$ cat src/rtl/l1i_cache.sv
// Direct-mapped, read-only L1 instruction cache. Hits answer combinationally
// in the request cycle; misses fetch a full 256-bit line from the next level.
module l1i_cache #(
  parameter int NUM_SETS = 16
) (
  input  logic         clk,
  input  logic         reset_n,
  input  logic         mem_read,
  input  logic         mem_write,
  input  logic [3:0]   mem_byte_enable,
  input  logic [31:0]  mem_address,
  input  logic [31:0]  mem_wdata,
  output logic [31:0]  mem_rdata,
  output logic         mem_resp,
  output logic         l1i_hit,
  output logic         pmem_read,
  output logic [31:0]  pmem_address,
  input  logic [255:0] pmem_rdata,
  input  logic         pmem_resp
);

  localparam int IDX_W = $clog2(NUM_SETS);
  localparam int TAG_W = 32 - 5 - IDX_W;

  typedef enum logic {IDLE, FILL} state_e;

  state_e              state_q, state_d;
  logic [31:0]         pmem_addr_q, pmem_addr_d;
  logic [NUM_SETS-1:0] valid_q, valid_d;
  logic [TAG_W-1:0]    tag_q  [NUM_SETS];
  logic [255:0]        data_q [NUM_SETS];

  logic [IDX_W-1:0] req_idx, fill_idx;
  logic [TAG_W-1:0] req_tag, fill_tag;
  logic [2:0]       word_sel;
  logic             hit;
  logic             fill_we;
  logic             unused_inputs;

  // Writes and byte enables are not supported by an instruction cache.
  assign unused_inputs = ^{mem_write, mem_byte_enable, mem_wdata, mem_address[1:0]};

  assign req_idx  = mem_address[5 +: IDX_W];
  assign req_tag  = mem_address[31 -: TAG_W];
  assign word_sel = mem_address[4:2];
  assign fill_idx = pmem_addr_q[5 +: IDX_W];
  assign fill_tag = pmem_addr_q[31 -: TAG_W];

  assign hit = (state_q == IDLE) && mem_read && valid_q[req_idx] &&
               (tag_q[req_idx] == req_tag);

  assign mem_resp     = hit;
  assign l1i_hit      = hit;
  assign mem_rdata    = data_q[req_idx][{word_sel, 5'b0} +: 32];
  assign pmem_read    = (state_q == FILL);
  assign pmem_address = pmem_addr_q;

  always_comb begin
    // NOTE: every output of this block gets a default first so no path leaves
    // a signal unassigned, which would otherwise infer a latch.
    state_d     = state_q;
    pmem_addr_d = pmem_addr_q;
    valid_d     = valid_q;
    fill_we     = 1'b0;
    case (state_q)
      IDLE: begin
        if (mem_read && !hit) begin
          pmem_addr_d = {req_tag, req_idx, 5'b0};
          state_d     = FILL;
        end
      end
      FILL: begin
        // A PC redirect mid-fill still completes the latched line.
        if (pmem_resp) begin
          fill_we           = 1'b1;
          valid_d[fill_idx] = 1'b1;
          state_d           = IDLE;
        end
      end
      default: state_d = IDLE;
    endcase
  end

  always_ff @(posedge clk or negedge reset_n) begin
    // NOTE: sequential state uses non-blocking assignments so every flop
    // samples the pre-edge values regardless of statement order.
    if (!reset_n) begin
      state_q     <= IDLE;
      pmem_addr_q <= '0;
      valid_q     <= '0;
    end else begin
      state_q     <= state_d;
      pmem_addr_q <= pmem_addr_d;
      valid_q     <= valid_d;
    end
  end

  // NOTE: tag and data arrays are deliberately left out of reset; the valid
  // bits alone decide whether their contents mean anything.
  always_ff @(posedge clk) begin
    if (fill_we) begin
      data_q[fill_idx] <= pmem_rdata;
      tag_q[fill_idx]  <= fill_tag;
    end
  end

endmodule

$ cat config.mk
export PLATFORM = sky130hd
export DESIGN_NAME = l1i_cache
export DESIGN_NICKNAME = d
export VERILOG_FILES = /design/src/rtl/l1i_cache.sv
export SDC_FILE = /design/constraint.sdc
export NUM_CORES = 2
export LEC_CHECK = 0
export BUFFER_PORTS_ARGS = -buffer_cell sky130_fd_sc_hd__buf_2
export CAP_MARGIN = 10
export CELL_PAD_IN_SITES_DETAIL_PLACEMENT = 1
export CELL_PAD_IN_SITES_GLOBAL_PLACEMENT = 1
export CORE_AREA = 4 4 879 794
export DETAILED_ROUTE_END_ITERATION = 7
export DIE_AREA = 0 0 883 798
export PLACE_DENSITY_LB_ADDON = 0.1
export SLEW_MARGIN = 15
export SYNTH_ARGS = -nofsm -noshare
export SYNTH_HDL_FRONTEND = slang
export SYNTH_MEMORY_MAX_BITS = 65536
export SYNTH_SLANG_ARGS = --single-unit
$ cat constraint.sdc
create_clock -name clk -period 35.1 [get_ports clk]
set_input_delay 7.02 -clock clk [delete_from_list [all_inputs] [get_ports clk]]
set_output_delay 7.02 -clock clk [all_outputs]
set_load 0.01 [all_outputs]
==> impl_metrics.yaml <==
die:
  core_region_area_um2: 687000
  core.rowCount: 289
  dieWidth_um: 883
  die_area_um2: 705000
  io_pins: 396
  start_util: 0.250
  die_h_um: 798
timing:
  drv_slew: 0
  fmax_mhz: 46.0
  relSlewSlack: 0.293
  finalHoldViolations: 0
  fin_crit_sh: 0.620
  min_period_ns: 21.75
  fin_setup_tns_ns: 0
  holdWs_ns: 0.463
  setup-violations-final: 0
  finClkSkew_ns: 0.0578
  rsz0062_at_grt: "no"
  worst_pin_slew_ns: 1.06
clocking:
  tritoncts: "yes"
  cts.sinks: 4508
  clockBufferDepth: 4
  cts_hold_buf: 0
  htreeDepth: 6
  cts_buffers: 537
  clk_latency_ns: 1.03
  post-cts-setup-buffers: 0
  path_clk_slew_ns: 0.05
  cts_resized: 0
  ctsRootBufferMaster: "clkbuf_16"
worst_setup_path:
  r2r-start: "pmem_read"
  slowest_stage: "buf_4"
  cp.required_ns: 28.08
  slowest_delay_ns: 0.83
  worst-path-buf-inv: 8
  path_class: "in -> out"
  cp-end-kind: "primary output"
  cp_top_family: "buffers and inverters"
  path_cells: "buf_12 > buf_4 > buf_4 > buf_4 > buf_4 > buf_4 > buf_4 > mux4_2 > mux4_2 > mux4_2 > mux2_2 > buf_2"
  r2r-end: "data_q[1][31]"
  reg2reg_slack_ns: 29.85
  cp-start-kind: "primary input"
  critPathMaxFanout: 94
  crit_top_cell: "buf_4"
  worst-r2r-cell-count: 9
  arrival_ns: 14.73
run_status:
  status: "complete, no violations"
layout:
  finalNetCount: 7698
  final_common_cell: "edfxtp_1"
  fin_area_um2: 202000
  final_cell_mix: "edfxtp_1 (4464), mux4_2 (1419), clkbuf_16 (554)"
  areaGrowthSynthToFinish_pct: 17.7
  final_layout_size_suffix_gt1_frac: 0.354
synthesis:
  synth_warnings: 0
  synth_flop_cell: "edfxtp_1"
  synth_edf_count: 4464
  synth_area_per_cell_um2: 25.9
  syn_inst: 6619
  synth_cell_types: 57
  async_flop_share: 0.00976
  syn_area_um2: 172000
  synth_seq_area_share: 0.787
  yosys_register_bits: 4508
place:
  gp_congestion: 0.700
  dp_hpwl_um: 289000
  portBuffers: 351
  dpl_cell_area_um2: 185000
detailed_routing:
  firstDrtPassIters: 5
  dr.max_layer_used: "met5"
  wl_met2_um: 246000
  viasPerCell: 4.49
  drcViolationCount: 0
  ant_nets: 0
  num_vias: 76400
  dr_wl_met3_um: 25800
  wl_met1_um: 228000
  wl_um: 512000
  drt-initial-drc-count: 5921
  routedWlPerCell_um: 30.1
power_and_ir_drop:
  finalPower_w: 0.0122
  p_leak_nw: 61.6
  vdd_ir_drop_max_uv: 52.6
  power_density_nw_per_um2: 60.5
worst_hold_path:
  min-delay-start: "valid_q[10]"
  worstHoldPathType: "reg -> reg"
  holdPathStages: 1
  whs_endpoint: "valid_q[10]"
global_route:
  grt_start_max_net_pins: 129
  grt_overflow_total: 0
  grtUsageTotal: 0.143
  grt_pass1_vias: 85100
  grt_pass1_wl_um: 708000
  antenna_found_initial: 212
run:
  cap_violations: 0
-- power by group --
group / leakage (nW) / internal (W) / switching [W] / total, W
Combinational: 12.8 / 0.000273 / 0.000458 / 0.000731
Clock: 8.16 / 0.00314 / 0.00221 / 0.00535
Sequential: 40.7 / 0.00608 / 0.0000637 / 0.00615
Total: 61.6 / 0.00949 / 0.00273 / 0.0122
-- through the flow --
stage | instances | util | worst slack (ns)
global route | 17000 | 0.294 | 13.05
floorplan | 6623 | - | 7.10
detailed placement | 16000 | 0.269 | 13.20
global placement | 16000 | 0.269 | 13.19
finish | 17000 | 0.294 | 13.35
CTS | 17000 | 0.294 | 13.21
-- state kept, by name, summed over array words and instances (netlist names) --
register,flops
data_q,4096
pmem_address,27
pmem_read,1
tag_q,368
valid_q,16
-- per-layer routing --
layer,GRT usage,vias to the layer above
met1,0.197,43000
met2,0.236,1723
met5,0,-
met3,0.0263,855
met4,0.0328,58
li1,-,30800
-- synth_stat cells, types with 2 or more instances --
cell       instances  share of area
xor2_1            13        0.00066
a22oi_1            4        0.00017
nor3_1             5        0.00015
o22ai_1            5        0.00018
mux2_2            49         0.0032
nor2b_1            6        0.00022
and3_1             6        0.00022
buf_2            116         0.0034
buf_6             19         0.0012
buf_1             20        0.00044
edfxtp_1        4464           0.78
inv_1              6        0.00013
nand2b_1           7        0.00026
dfrtp_1           44         0.0064
or4_1              2       0.000087
mux4_2          1419           0.19
xnor2_1           19        0.00097
nor3b_1            4        0.00017
mux2i_1           70         0.0041
buf_4             33         0.0014
o2bb2ai_1          2        0.00010
nand2_1           14        0.00031
mux2_1            19         0.0012
a221oi_1           8        0.00041
a22o_1            12        0.00061
or2_2             16        0.00058
nand4b_1           2        0.00010
a211oi_1           5        0.00022
nor2_1            25        0.00055
nor4_1             6        0.00022
clkbuf_1         156         0.0034
nand3_1            8        0.00023
o21ai_0            4        0.00012
nand4_1            8        0.00029
-- how the worst max path moves through the flow --
stage	from	end	slack [ns]	cells after the start
after floorplan	pmem_resp	valid_q[0]	7.10	4
after global placement	mem_address[6]	mem_rdata[10]	13.19	12
after detailed placement	mem_address[6]	mem_rdata[5]	13.20	12
after CTS	mem_address[6]	mem_rdata[5]	13.21	12
after global routing	mem_address[6]	mem_rdata[10]	13.05	12
final	mem_address[6]	mem_rdata[10]	13.35	12
-- logic make-up (layout without fill, tap and decap cells) --
group,after synthesis,count (layout),synth area share
AND/OR/NAND/NOR,117,117,0.00376
AO/OA/AOI/OAI,53,53,0.00254
XOR/XNOR,32,32,0.00163
multiplexers,1557,1557,0.195
flip-flops,4508,4508,0.787
buffers and inverters,351,1515,0.0101
other,1,72,0.0000218
-- final cells by class --
type | instances | area (um2)
antenna | 67 | 168
clock buffer | 700 | 14500
clock inverter | 257 | 2310
fill | 67700 | 485000
inverter | 7 | 26.3
multi-input combinational | 1764 | 34900
sequential | 4508 | 135000
tap | 9166 | 11500
timing repair buffer | 551 | 3550
Note: power is estimated with default switching activity, not from simulation.
